--- src/rtl/id_ctrl_pkg.sv ---
// Shared definitions for the ID-stage control pipeline: opcodes, ALU-op and
// reg_dst codes, the registered control bundle, the opcode decoder and the
// load-use hazard FSM state type.
package id_ctrl_pkg;

    localparam logic [5:0] OP_RTYPE = 6'b000000;
    localparam logic [5:0] OP_J     = 6'b000010;
    localparam logic [5:0] OP_JAL   = 6'b000011;
    localparam logic [5:0] OP_BEQ   = 6'b000100;
    localparam logic [5:0] OP_BNE   = 6'b000101;
    localparam logic [5:0] OP_ADDI  = 6'b001000;
    localparam logic [5:0] OP_SLTI  = 6'b001010;
    localparam logic [5:0] OP_ORI   = 6'b001101;
    localparam logic [5:0] OP_LW    = 6'b100011;
    localparam logic [5:0] OP_SW    = 6'b101011;

    localparam logic [2:0] ALU_ADD   = 3'd0;
    localparam logic [2:0] ALU_SUB   = 3'd1;
    localparam logic [2:0] ALU_FUNCT = 3'd2;
    localparam logic [2:0] ALU_OR    = 3'd3;
    localparam logic [2:0] ALU_SLT   = 3'd4;

    localparam logic [1:0] DST_RT = 2'd0;
    localparam logic [1:0] DST_RD = 2'd1;
    localparam logic [1:0] DST_RA = 2'd2;

    localparam logic [4:0] REG_RA = 5'd31;

    typedef struct packed {
        logic       reg_write;
        logic       mem_to_reg;
        logic       mem_read;
        logic       mem_write;
        logic       alu_src;
        logic       branch;
        logic       branch_ne;
        logic       jump;
        logic       link;
        logic [1:0] reg_dst;
        logic [2:0] alu_op;
    } ctrl_t;

    localparam ctrl_t CTRL_BUBBLE = '0;

    typedef enum logic {
        RUN     = 1'b0,
        LU_WAIT = 1'b1
    } hz_state_t;

    // Control bundle for one opcode; anything not listed becomes a bubble.
    function automatic ctrl_t decode(input logic [5:0] opcode);
        ctrl_t c;
        c = CTRL_BUBBLE;
        case (opcode)
            OP_RTYPE: begin
                c.reg_write = 1'b1;
                c.reg_dst   = DST_RD;
                c.alu_op    = ALU_FUNCT;
            end
            OP_ADDI: begin
                c.reg_write = 1'b1;
                c.alu_src   = 1'b1;
                c.alu_op    = ALU_ADD;
            end
            OP_SLTI: begin
                c.reg_write = 1'b1;
                c.alu_src   = 1'b1;
                c.alu_op    = ALU_SLT;
            end
            OP_ORI: begin
                c.reg_write = 1'b1;
                c.alu_src   = 1'b1;
                c.alu_op    = ALU_OR;
            end
            OP_LW: begin
                c.reg_write  = 1'b1;
                c.mem_to_reg = 1'b1;
                c.mem_read   = 1'b1;
                c.alu_src    = 1'b1;
                c.alu_op     = ALU_ADD;
            end
            OP_SW: begin
                c.mem_write = 1'b1;
                c.alu_src   = 1'b1;
                c.alu_op    = ALU_ADD;
            end
            OP_BEQ: begin
                c.branch = 1'b1;
                c.alu_op = ALU_SUB;
            end
            OP_BNE: begin
                c.branch_ne = 1'b1;
                c.alu_op    = ALU_SUB;
            end
            OP_J: begin
                c.jump = 1'b1;
            end
            OP_JAL: begin
                c.reg_write = 1'b1;
                c.jump      = 1'b1;
                c.link      = 1'b1;
                c.reg_dst   = DST_RA;
            end
            default: c = CTRL_BUBBLE;
        endcase
        return c;
    endfunction

    // True for every opcode the decoder understands.
    function automatic logic is_known(input logic [5:0] opcode);
        case (opcode)
            OP_RTYPE, OP_ADDI, OP_SLTI, OP_ORI, OP_LW, OP_SW,
            OP_BEQ, OP_BNE, OP_J, OP_JAL: return 1'b1;
            default:                      return 1'b0;
        endcase
    endfunction

    // Opcodes that read rt as a source operand (not just as a destination).
    function automatic logic uses_rt(input logic [5:0] opcode);
        case (opcode)
            OP_RTYPE, OP_SW, OP_BEQ, OP_BNE: return 1'b1;
            default:                         return 1'b0;
        endcase
    endfunction

endpackage

--- src/rtl/id_hazard_fsm.sv ---
// Load-use hazard detection: compares the load in EX against the sources of
// the instruction in ID and inserts LU_STALLS bubbles, freezing PC and IF/ID.
module id_hazard_fsm
    import id_ctrl_pkg::*;
#(
    parameter int LU_STALLS = 1
) (
    input  logic       clk,
    input  logic       rst_n,
    input  logic       mem_read_ex,
    input  logic [4:0] dest_ex,
    input  logic       valid_id,
    input  logic       kill_id,
    input  logic [4:0] rs_id,
    input  logic [4:0] rt_id,
    input  logic       uses_rt_id,
    input  logic       flush,
    input  logic       stall_ext,
    output logic       hazard_bubble,
    output logic       hazard_stall
);

    localparam int CNT_W = (LU_STALLS > 1) ? $clog2(LU_STALLS + 1) : 1;
    localparam logic [CNT_W-1:0] CNT_RELOAD = CNT_W'((LU_STALLS > 1) ? (LU_STALLS - 1) : 0);
    localparam logic [CNT_W-1:0] CNT_ONE    = CNT_W'(1);

    hz_state_t        state_q, state_d;
    logic [CNT_W-1:0] cnt_q, cnt_d;
    logic             detect;

    // Load in EX whose non-zero destination is read by the live ID instruction.
    always_comb begin
        detect = (LU_STALLS > 0) && mem_read_ex && (dest_ex != 5'd0) &&
                 valid_id && !kill_id &&
                 ((dest_ex == rs_id) || ((dest_ex == rt_id) && uses_rt_id));
    end

    // State and remaining-bubble counter; reset drops straight back to RUN.
    always_ff @(posedge clk or negedge rst_n) begin
        if (!rst_n) begin
            state_q <= RUN;
            cnt_q   <= '0;
        end else begin
            state_q <= state_d;
            cnt_q   <= cnt_d;
        end
    end

    // Next state: flush aborts, external stall freezes, otherwise count bubbles.
    always_comb begin
        state_d       = state_q;
        cnt_d         = cnt_q;
        hazard_bubble = ((state_q == RUN) && detect) || (state_q == LU_WAIT);
        hazard_stall  = hazard_bubble && !flush;
        if (flush) begin
            state_d = RUN;
            cnt_d   = '0;
        end else if (stall_ext) begin
            state_d = state_q;
            cnt_d   = cnt_q;
        end else begin
            case (state_q)
                RUN: begin
                    if (detect && (LU_STALLS > 1)) begin
                        state_d = LU_WAIT;
                        cnt_d   = CNT_RELOAD;
                    end
                end
                LU_WAIT: begin
                    if (cnt_q == CNT_ONE) begin
                        state_d = RUN;
                        cnt_d   = '0;
                    end else begin
                        cnt_d = cnt_q - CNT_ONE;
                    end
                end
                default: begin
                    state_d = RUN;
                    cnt_d   = '0;
                end
            endcase
        end
    end

endmodule

--- src/rtl/id_ctrl_pipe.sv ---
// ID-stage control for the 5-stage MIPS32 core: decodes the IF/ID opcode and
// registers the control bundle into ID/EX, inserting bubbles for flushes,
// load-use hazards, killed or invalid slots, and flagging illegal opcodes.
module id_ctrl_pipe
    import id_ctrl_pkg::*;
#(
    parameter int         ALUOP_W   = 3,
    parameter int         LU_STALLS = 1,
    parameter logic [5:0] NOP_OP    = 6'b100000
) (
    input  logic               clk,
    input  logic               rst_n,
    input  logic [31:0]        instr_id,
    input  logic               valid_id,
    input  logic               kill_id,
    input  logic               flush,
    input  logic               stall_ext,
    output logic               hazard_stall,
    output logic               illegal_op,
    output logic               reg_write_ex,
    output logic               mem_to_reg_ex,
    output logic               mem_read_ex,
    output logic               mem_write_ex,
    output logic               alu_src_ex,
    output logic               branch_ex,
    output logic               branch_ne_ex,
    output logic               jump_ex,
    output logic               link_ex,
    output logic [1:0]         reg_dst_ex,
    output logic [ALUOP_W-1:0] alu_op_ex,
    output logic [4:0]         dest_ex
);

    logic [5:0] opcode;
    logic [4:0] rs_id, rt_id, rd_id;
    logic       unused_instr_bits;

    assign opcode            = instr_id[31:26];
    assign rs_id             = instr_id[25:21];
    assign rt_id             = instr_id[20:16];
    assign rd_id             = instr_id[15:11];
    assign unused_instr_bits = ^instr_id[10:0];

    ctrl_t      dec_ctrl;
    logic [4:0] dec_dest;
    logic       dec_illegal;
    ctrl_t      ctrl_q;
    logic [4:0] dest_q;
    logic       illegal_q;
    logic       hazard_bubble;

    // Decode the opcode; the team NOP is a silent bubble, unknown ops are flagged.
    always_comb begin
        dec_ctrl    = decode(opcode);
        dec_illegal = !is_known(opcode) && (opcode != NOP_OP);
        if (opcode == NOP_OP) begin
            dec_ctrl = CTRL_BUBBLE;
        end
        case (dec_ctrl.reg_dst)
            DST_RT:  dec_dest = rt_id;
            DST_RD:  dec_dest = rd_id;
            DST_RA:  dec_dest = REG_RA;
            default: dec_dest = 5'd0;
        endcase
        if (!dec_ctrl.reg_write) begin
            dec_dest = 5'd0;
        end
    end

    id_hazard_fsm #(
        .LU_STALLS (LU_STALLS)
    ) u_hazard (
        .clk           (clk),
        .rst_n         (rst_n),
        .mem_read_ex   (ctrl_q.mem_read),
        .dest_ex       (dest_q),
        .valid_id      (valid_id),
        .kill_id       (kill_id),
        .rs_id         (rs_id),
        .rt_id         (rt_id),
        .uses_rt_id    (uses_rt(opcode)),
        .flush         (flush),
        .stall_ext     (stall_ext),
        .hazard_bubble (hazard_bubble),
        .hazard_stall  (hazard_stall)
    );

    // ID/EX register with flush > external stall > hazard > kill/invalid > decode.
    always_ff @(posedge clk or negedge rst_n) begin
        if (!rst_n) begin
            ctrl_q    <= CTRL_BUBBLE;
            dest_q    <= 5'd0;
            illegal_q <= 1'b0;
        end else if (flush) begin
            ctrl_q    <= CTRL_BUBBLE;
            dest_q    <= 5'd0;
            illegal_q <= 1'b0;
        end else if (stall_ext) begin
            illegal_q <= 1'b0;
        end else if (hazard_bubble || !valid_id || kill_id) begin
            ctrl_q    <= CTRL_BUBBLE;
            dest_q    <= 5'd0;
            illegal_q <= 1'b0;
        end else begin
            ctrl_q    <= dec_ctrl;
            dest_q    <= dec_dest;
            illegal_q <= dec_illegal;
        end
    end

    assign reg_write_ex  = ctrl_q.reg_write;
    assign mem_to_reg_ex = ctrl_q.mem_to_reg;
    assign mem_read_ex   = ctrl_q.mem_read;
    assign mem_write_ex  = ctrl_q.mem_write;
    assign alu_src_ex    = ctrl_q.alu_src;
    assign branch_ex     = ctrl_q.branch;
    assign branch_ne_ex  = ctrl_q.branch_ne;
    assign jump_ex       = ctrl_q.jump;
    assign link_ex       = ctrl_q.link;
    assign reg_dst_ex    = ctrl_q.reg_dst;
    assign alu_op_ex     = ALUOP_W'(ctrl_q.alu_op);
    assign dest_ex       = dest_q;
    assign illegal_op    = illegal_q;

endmodule

--- config.mk ---
export PLATFORM = sky130hd
export DESIGN_NAME = id_ctrl_pipe
export DESIGN_NICKNAME = d
export VERILOG_FILES = /design/src/rtl/id_ctrl_pkg.sv /design/src/rtl/id_hazard_fsm.sv /design/src/rtl/id_ctrl_pipe.sv
export SDC_FILE = /design/constraint.sdc
export NUM_CORES = 1
export LEC_CHECK = 0
export CAP_MARGIN = 0
export CORE_ASPECT_RATIO = 1.1
export CORE_UTILIZATION = 45
export DETAILED_ROUTE_END_ITERATION = 16
export HOLD_SLACK_MARGIN = 0.15
export PLACE_DENSITY = 0.91
export SKIP_LAST_GASP = 1
export SLEW_MARGIN = 20
export SYNTH_ARGS = -nofsm -noshare
export SYNTH_HDL_FRONTEND = slang
export SYNTH_SLANG_ARGS = --single-unit
--- constraint.sdc ---
create_clock -name clk -period 2.7 [get_ports clk]
set_clock_uncertainty 0.05 [all_clocks]
set_input_delay 0.27 -clock clk [delete_from_list [all_inputs] [get_ports clk]]
set_output_delay 0.27 -clock clk [all_outputs]
set_load 0.01 [all_outputs]
Yosys cells after proc, flatten, opt, wreduce, memory -nomap -nowiden
Cells that the tools add are included.
{"block": "totals", "out_inout_bits": 21, "ff_bits": 22}
{"block": "classes", "eq_ne": 16, "n_mux": 32, "reduce_logical": 27, "add_sub_neg": 1, "n_bitwise": 1}
{"operator": "$mux 14", "count": 4}
{"operator": "$mux 1", "count": 20}
{"operator": "$mux 5", "count": 4}
{"operator": "$eq 6x4->1 const B", "count": 3}
{"operator": "$eq 6x6->1 const B", "count": 3}
{"operator": "$pmux 5 s3", "count": 1}
{"operator": "$eq 6x2->1 const B", "count": 2}
{"operator": "$eq 6x3->1 const B", "count": 2}
{"operator": "$pmux 3 s4", "count": 1}
{"operator": "$eq 5x5->1", "count": 2}
{"operator": "$reduce_or 10->1", "count": 1}
{"operator": "$logic_and 1x1->1", "count": 8}
{"operator": "$logic_not 6->1", "count": 1}
{"operator": "$ne 6x6->1 const B", "count": 1}
{"operator": "$reduce_or 6->1", "count": 1}
{"operator": "$reduce_bool 5->1", "count": 1}
{"operator": "$reduce_or 5->1", "count": 1}
{"operator": "$logic_not 1->1", "count": 4}
{"operator": "$logic_or 1x1->1", "count": 4}
{"operator": "$pmux 2 s2", "count": 1}
{"operator": "$reduce_or 2->1", "count": 2}
{"operator": "$reduce_or 4->1", "count": 1}
{"operator": "$eq 2x1->1 const B", "count": 1}
{"operator": "$eq 2x2->1 const B", "count": 1}
{"operator": "other kinds (7)", "count": 7}

Depth between registers and ports, before layout
Gate-level depths: netlist (run 1).
{"block": "logic_depth", "depth_word": 13, "ltp_mapped": 7}

By module
From an unflattened synthesis (run 1), not the netlist that was laid out.
{"block": "hier_totals", "hier_cells": 139, "area_unflattened_um2": 1268.7}
{"mod": "id_ctrl_pipe", "instances": 1, "seq_area_each_um2": 475.5, "area_per_inst_um2": 1022.2, "cells_each": 109}
{"mod": "id_hazard_fsm", "instances": 1, "seq_area_each_um2": 50.0, "area_per_inst_um2": 246.5, "cells_each": 30}

Least setup slack after synthesis (run 1)
Ideal clock, no wire load.
{"block": "synth_timing", "kind": "reg2out", "from": "reg dest_q[1] (netlist: dest_ex[1])", "to": "out hazard_stall", "slack_ns": 0.836, "required_ns": 2.380, "stages_incl_launch_ff": 6, "arrival_ns": 1.544, "cell_sequence": "dfrtp_1 -> or4_1 -> o211ai_1 -> a21oi_2 -> buf_6 -> o21ba_2"}
{"block": "synth_via", "elab_chain_len": 8}
{"element": "start, declared", "line_no": "id_ctrl_pipe.sv:48", "source": "logic [4:0] dest_q;"}
{"element": "start signal, assigned", "line_no": "id_ctrl_pipe.sv:106", "source": "dest_q <= dec_dest;"}
{"element": "$reduce_bool 5->1", "line_no": "id_hazard_fsm.sv:33", "source": "detect = (LU_STALLS > 0) && mem_read_ex && (dest_ex != 5'd0) &&"}
{"element": "$logic_and 1x1->1 (2 in series)", "line_no": "id_hazard_fsm.sv:33"}
{"element": "$logic_and 1x1->1", "line_no": "id_hazard_fsm.sv:34", "source": "valid_id && !kill_id &&"}
{"element": "$logic_and 1x1->1 (*)", "line_no": "id_hazard_fsm.sv:34"}
{"element": "$logic_and 1x1->1 (*)", "line_no": "id_hazard_fsm.sv:53", "source": "hazard_bubble = ((state_q == RUN) && detect) || (state_q == LU_WAIT);"}
{"element": "$logic_or 1x1->1 (*)", "line_no": "id_hazard_fsm.sv:53"}
{"element": "$logic_and 1x1->1 (*)", "line_no": "id_hazard_fsm.sv:54", "source": "hazard_stall = hazard_bubble && !flush;"}
{"element": "end, declared", "line_no": "id_ctrl_pipe.sv:18", "source": "output logic hazard_stall,"}
Mark *: on every way between the ends. The rest lies on a longest branch, timed or not.

Final worst setup path (run 1)
Ends and elaborated chain as after synthesis.

==> results of run 1 <==
## cell usage in the layout, fill, tap and decap left out, drive strengths merged, types with 3 or more instances in the layout
cell	count
nand2	25
clkbuf	3
dfrtp	21
o31ai	6
o21ai	15
nor3	10
a21oi	4
a21o	3
xnor2	3
a31oi	5
xor2	9
clkdlybuf4s50	47
nand3	9
nor2b	5
buf	11
nor2	8
## cell families (layout without fill, tap and decap cells)
| kind of cell | Yosys count | in the layout | share of synthesized area, % |
|---|---|---|---|
| flops | 21 | 21 | 37.50 |
| compound gates | 39 | 39 | 19.29 |
| xor+xnor | 12 | 12 | 7.501 |
| simple gates | 77 | 77 | 30.89 |
| buf+inv | 13 | 63 | 4.820 |
## layout make-up
type / count / area, um^2
tap: 33 / 41.29
clock inverter: 1 / 5.005
fill: 238 / 893.4
multi-input combinational: 128 / 808.3
timing repair buffer: 58 / 553.0
inverter: 1 / 3.754
sequential: 21 / 525.5
clock buffer: 3 / 22.52
## synth_stat cells (all sizes together)
cell type	number
nand2	25
dfrtp	21
o21ai	15
nor3	10
nand3	9
xor2	9
nor2	8
buf	6
clkbuf	6
o31ai	6
a31oi	5
nor2b	5
a21oi	4
a21o	3
xnor2	3
nand2b	2
nand3b	2
nor3b	2
nor4	2
nor4b	2
or2	2
or3	2
or4	2
a211o	1
a31o	1
and3	1
inv	1
nand4	1
nand4b	1
o211ai	1
o21ba	1
o22ai	1
o311ai	1
or3b	1
## worst paths after layout
path / slack (ps) / endpoint / depth (start not counted)
setup / recovery: 110 / hazard_stall / 5
hold / removal: 410 / dest_ex[3] / 1
setup reg to reg: 780 / alu_op_ex[0] / 5
hold reg to reg: 440 / branch_ex / 2
max in group asynchronous: 1610 / alu_op_ex[1] / 1
min in group clk: 440 / branch_ex / 2
## layer usage
layer,vias up,share of wire (%)
met5,-,0
met4,0,2.1
met3,7,3.7
met2,39,50
met1,621,44
li1,675,-
## power groups by stage
stage	registers (W)	clock network [W]	logic (W)
final	0.000317	0.000152	0.000131
after global routing	0.000317	0.000173	0.000142
after CTS	0.000317	0.000154	0.000131
after detailed placement	0.000323	0	0.000130
after global placement	0.000323	0	0.000127
after floorplan	0.000323	0	0.0000580
## worst reg2reg max path, stage by stage (launching register included)
cell and delay, ps:
dfrtp_1 470, or4_1 550, o211ai_1 210, a21oi_2 60
buf_4 200, o31ai_1 270
## metrics by stage
step / power, W / hold WS (ps)
final: 0.0005997 / 405.1
after global routing: 0.0006316 / 464.6
after CTS: 0.0006016 / 442.3
after detailed placement: 0.0004528 / 421.0
after global placement: 0.0004495 / 413.3
after floorplan: 0.0003812 / -75.59
==> run summary, run 1 <==
Final worst slack -> 106.6 ps
CP Cell Sequence -> or4_1, o211ai_1, a21oi_2, o21ba_2, clkdlybuf4s50_1
Worst relative slew slack -> 38.05%
RR Startpoint -> dest_ex[1]
Largest net degree at the start of global routing -> 22
Placed cells -> 241
Post-Synthesis Cells -> 162
Post-CTS Resized -> 0
Worst path top cell family by delay -> simple AND/OR/NAND/NOR gates
Die ar. -> 3342 um^2
Routed wire per std cell -> 13.73 um
DP HPWL -> 2.614 mm
Leak pwr -> 0.7967 nW
Yosys top cell area share -> 37.50%
Setup repair after global routing missed its margin -> false
Met2 GRT Util -> 37.87%
Crit path buffers/inverters -> 1
Clock power frac -> 25.4%
DIE HEIGHT -> 60.53 um
Initial Util -> 49.12%
Fin area -> 1959 um^2
Status -> complete, no violations
Post-CTS setup buffers -> 0
Peak supply drop -> 0.2573 mV
Initial DRC count -> 47
Largest cells by area after synthesis -> dfrtp_1, nand2_1, xor2_1, o21ai_0, nor3_1
Seq/Total Area, Yosys -> 37.50%
Yosys top cell by area -> dfrtp_1
Ant. Diodes -> 0
CTS Buffer Depth -> 2
Vias in the first global route -> 1287
First-pass GRT wire length -> 5.720 mm
Flops & latches, synth -> 21
Final Core Density -> 68.68%
Worst Path Arrival -> 2270 ps
Critical path origin -> dest_ex[1]
Pre-antenna DRT Iters -> 4
Max FFs per register -> 5
Detail Route Antenna Nets -> 0
Clk root buf -> clkbuf_4
Row cnt -> 20
IO Count -> 59
Gpl congestion -> 0.8288
Final hold vios -> 0
Startpoint Class -> flop
Fin Setup TNS -> 0 ps
Sw Share -> 26.91%
Share of cells above drive strength 1 -> 14.15%
Routing usage on met1 -> 27.94%
P_int -> 0.0004384 W
GRT busiest layer -> met2
Ys Warns -> 0
Routed WL -> 3.363 mm
Largest fanout on the critical path -> 5
Fmax achieved -> 0.3856 GHz
Met3 Usage GRT -> 2.132%
Avg Inst Size Synth -> 8.650 um^2
CTS tree -> done
Final global-route overflow total -> 0
Final setup fails -> 0
DP Worst Slack -> 182.3 ps
Register share of total power -> 52.8%
Syn nets -> 200
Worst slew pin tran -> 926.4 ps
Core box area -> 2853 um^2
Die extent in x -> 55.21 um
Max-slew violations -> 0
Fin nets -> 251
Worst Setup End Kind -> output pin
Placed cell area -> 1932 um^2
Synth Cell Area -> 1401 um^2
Clk_lat worst skew -> 320 ps
Initial antenna violation count -> 0
Crit path largest cell delay -> 550 ps
Count of input and output buffers -> 47
H-tree Lvls -> 1
Min Tclk post-route -> 2593 ps
Final Cycle Share -> 96.05%
# DRC -> 0
Net Sw Power -> 0.0001614 W
CP Class -> flop to output pin
Clock sink count -> 21
GR Util All Layers -> 22.09%
CP max-delay cell -> or4_1
Total power density per cell area -> 306.1 nW/um^2
# Max-Cap Violations -> 0
Area grow syn2layout -> 39.82%
Total CTS buffers -> 3
Vias -> 1342
Post-Layout Cell Count -> 245
Hold Buf Count CTS -> 0
Comb pwr share -> 21.8%
Yosys cell types -> 44
Vias per cell -> 5.478
Clock slew at reported path FFs -> 130 ps
Crit path required time -> 2380 ps
Worst hold-check path type -> primary input to async pin
No activity file was read; power rests on OpenSTA's default activity.
==> run 2, diff against run 1 <==
--- a/config.mk
+++ b/config.mk
@@ -7,10 +7,10 @@
 export LEC_CHECK = 0
 export CAP_MARGIN = 0
 export CORE_ASPECT_RATIO = 1.1
-export CORE_UTILIZATION = 45
+export CORE_UTILIZATION = 46
 export DETAILED_ROUTE_END_ITERATION = 16
 export HOLD_SLACK_MARGIN = 0.15
-export PLACE_DENSITY = 0.91
+export PLACE_DENSITY = 0.93
 export SKIP_LAST_GASP = 1
 export SLEW_MARGIN = 20
 export SYNTH_ARGS = -nofsm -noshare
==> run 2 against run 1 <==
- clock power rose by 7%
- register-to-register slack barely moved
- non-clock buffer count fell by 1
- hold slack got worse by 5.2 ps
- first-iteration DRC count fell by 8.5%
- critical endpoint unchanged
- via count rose by 3.7%
- total power rose by 1.6%
- flip-flop and latch count did not move
- maximum frequency fell by 0.95%
- worst setup slack got worse by 25 ps
- critical path type unchanged
==> run summary, run 2 (synthesized netlist as in run 1, its figures left out) <==
Status -> complete, no violations (unchanged)
GR Util All Layers -> 23.81% (was 22.09%)
Fin area -> 1953 um^2 (was 1959 um^2)
Vias -> 1392 (was 1342)
# DRC -> 0 (unchanged)
Clock power frac -> 26.5% (was 25.4%)
Final Cycle Share -> 96.97% (was 96.05%)
CP Class -> flop to output pin (unchanged)
Count of input and output buffers -> 47 (unchanged)
Min Tclk post-route -> 2618 ps (was 2593 ps)
Area grow syn2layout -> 39.37% (was 39.82%)
Final setup fails -> 0 (unchanged)
Crit path required time -> 2380 ps (about the same)
Routed met2 length -> 1.710 mm (was 1.678 mm)
Total CTS buffers -> 3 (unchanged)
CTS Buffer Depth -> 2 (unchanged)
Die extent in x -> 54.63 um (was 55.21 um)
Gpl congestion -> 0.8343 (was 0.8288)
Initial antenna violation count -> 0 (unchanged)
Clk_lat worst skew -> 320 ps (about the same)
Most frequent cells in the layout -> clkdlybuf4s50_1, nand2_1, dfrtp_1 (unchanged)
Worst relative slew slack -> 37.55% (was 38.05%)
Peak supply drop -> 0.1967 mV (was 0.2573 mV)
Largest net degree at the start of global routing -> 22 (unchanged)
Vias in the first global route -> 1312 (was 1287)
Post-CTS Resized -> 0 (unchanged)
Worst Path Arrival -> 2300 ps (was 2270 ps)
# Max-Cap Violations -> 0 (unchanged)
IO Count -> 59 (unchanged)
Pre-antenna DRT Iters -> 4 (unchanged)
Core box area -> 2828 um^2 (was 2853 um^2)
Met3 routed WL -> 229 um (was 125 um)
Register share of total power -> 52.0% (was 52.8%)
Routed WL -> 3.410 mm (was 3.363 mm)
Min Hold Slack -> 399.9 ps (was 405.1 ps)
Max FFs per register -> 5 (unchanged)
Sw Share -> 28.07% (was 26.91%)
Clock slew at reported path FFs -> 130 ps (about the same)
Met1 Wirelength -> 1.397 mm (was 1.489 mm)
DIE HEIGHT -> 59.89 um (was 60.53 um)
Commonest non-fill, non-tap cell in the layout -> clkdlybuf4s50_1 (unchanged)
Fmax achieved -> 0.3819 GHz (was 0.3856 GHz)
Largest fanout on the critical path -> 5 (unchanged)
Die ar. -> 3271 um^2 (was 3342 um^2)
Share of cells above drive strength 1 -> 14.22% (was 14.15%)
Comb pwr share -> 21.5% (was 21.8%)
Startpoint Class -> flop (unchanged)
Net Sw Power -> 0.0001710 W (was 0.0001614 W)
Ant. Diodes -> 0 (unchanged)
Hold Buf Count CTS -> 0 (unchanged)
Fin nets -> 250 (was 251)
Vias per cell -> 5.705 (was 5.478)
Initial DRC count -> 43 (was 47)
Clock sink count -> 21 (unchanged)
Placed cell area -> 1924 um^2 (was 1932 um^2)
Post-CTS setup buffers -> 0 (unchanged)
Clk root buf -> clkbuf_4 (unchanged)
Total power density per cell area -> 311.9 nW/um^2 (was 306.1 nW/um^2)
Setup repair after global routing missed its margin -> false (unchanged)
Fin Setup TNS -> 0 ps (unchanged)
Final hold vios -> 0 (unchanged)
Initial Util -> 49.56% (was 49.12%)
Final global-route overflow total -> 0 (unchanged)
First-pass GRT wire length -> 5.623 mm (was 5.720 mm)
P_int -> 0.0004382 W (was 0.0004384 W)
DR top layer -> met4 (unchanged)
Worst hold-check path type -> primary input to async pin (unchanged)
DP Worst Slack -> 170.2 ps (was 182.3 ps)
DP HPWL -> 2.572 mm (was 2.614 mm)
Row cnt -> 20 (unchanged)
Worst Setup End Kind -> output pin (unchanged)
H-tree Lvls -> 1 (unchanged)
Worst slew pin tran -> 933.8 ps (was 926.4 ps)
Leak pwr -> 0.7896 nW (was 0.7967 nW)
Routed wire per std cell -> 13.98 um (was 13.73 um)
Detail Route Antenna Nets -> 0 (unchanged)
Max-slew violations -> 0 (unchanged)
Final Core Density -> 69.07% (was 68.68%)
CTS tree -> done (unchanged)
Final worst slack -> 81.68 ps (was 106.6 ps)
[run 2: cell types whose count changed in the layout (fill, tap and decap cells not counted)]
cell and delta:
buf_4 -1, dfrtp_1 -1, dfrtp_2 +1
[run 2: final timing paths]
check                            from              to  slack [ps]  cells past startpoint
min                             rst_n  u_hazard.cnt_q         400                      1
max                        dest_ex[1]    hazard_stall          80                      5
min in group clk              jump_ex         jump_ex         450                      2
max in group asynchronous       rst_n      dest_ex[1]        1580                      1
max reg2reg                dest_ex[1]    alu_op_ex[1]         780                      5
min reg2reg                   jump_ex         jump_ex         450                      2
[run 2: critical path: stages, from the launching register on]
cell and delay (ps):
dfrtp_2 470, or4_1 530, o211ai_1 230, a21oi_2 70, o21ba_2 200, clkdlybuf4s50_1 470
[run 2: per-layer routing]
layer | up-vias | global-route usage (%)
met3 | 7 | 3.053
li1 | 673 | -
met5 | - | 0
met1 | 640 | 30.43
met4 | 0 | 10.62
met2 | 72 | 39.07
[run 2: power groups by stage]
| stage | clock [W] | combinational, W | sequential, W |
|---|---|---|---|
| 3_5_place_dp | 0 | 0.000129 | 0.000323 |
| 3_3_place_gp | 0 | 0.000126 | 0.000323 |
| 4_1_cts | 0.000157 | 0.000131 | 0.000317 |
| 2_1_floorplan | 0 | 0.0000580 | 0.000323 |
| 5_1_grt | 0.000171 | 0.000142 | 0.000317 |
| 6_report | 0.000162 | 0.000131 | 0.000317 |
[run 2: area by class of cell]
cell class,count,area (um^2)
timing repair buffer,57,545.5
fill,238,874.6
inverter,1,3.754
clock inverter,1,5.005
multi-input combinational,128,808.3
tap,33,41.29
sequential,21,526.8
clock buffer,3,22.52
[run 2: per-stage QoR]
step | std cells | power (W)
finish | 244 | 0.0006093
global route | 244 | 0.0006307
global placement | 240 | 0.0004488
CTS | 244 | 0.0006046
floorplan | 162 | 0.0003812
detailed placement | 240 | 0.0004520
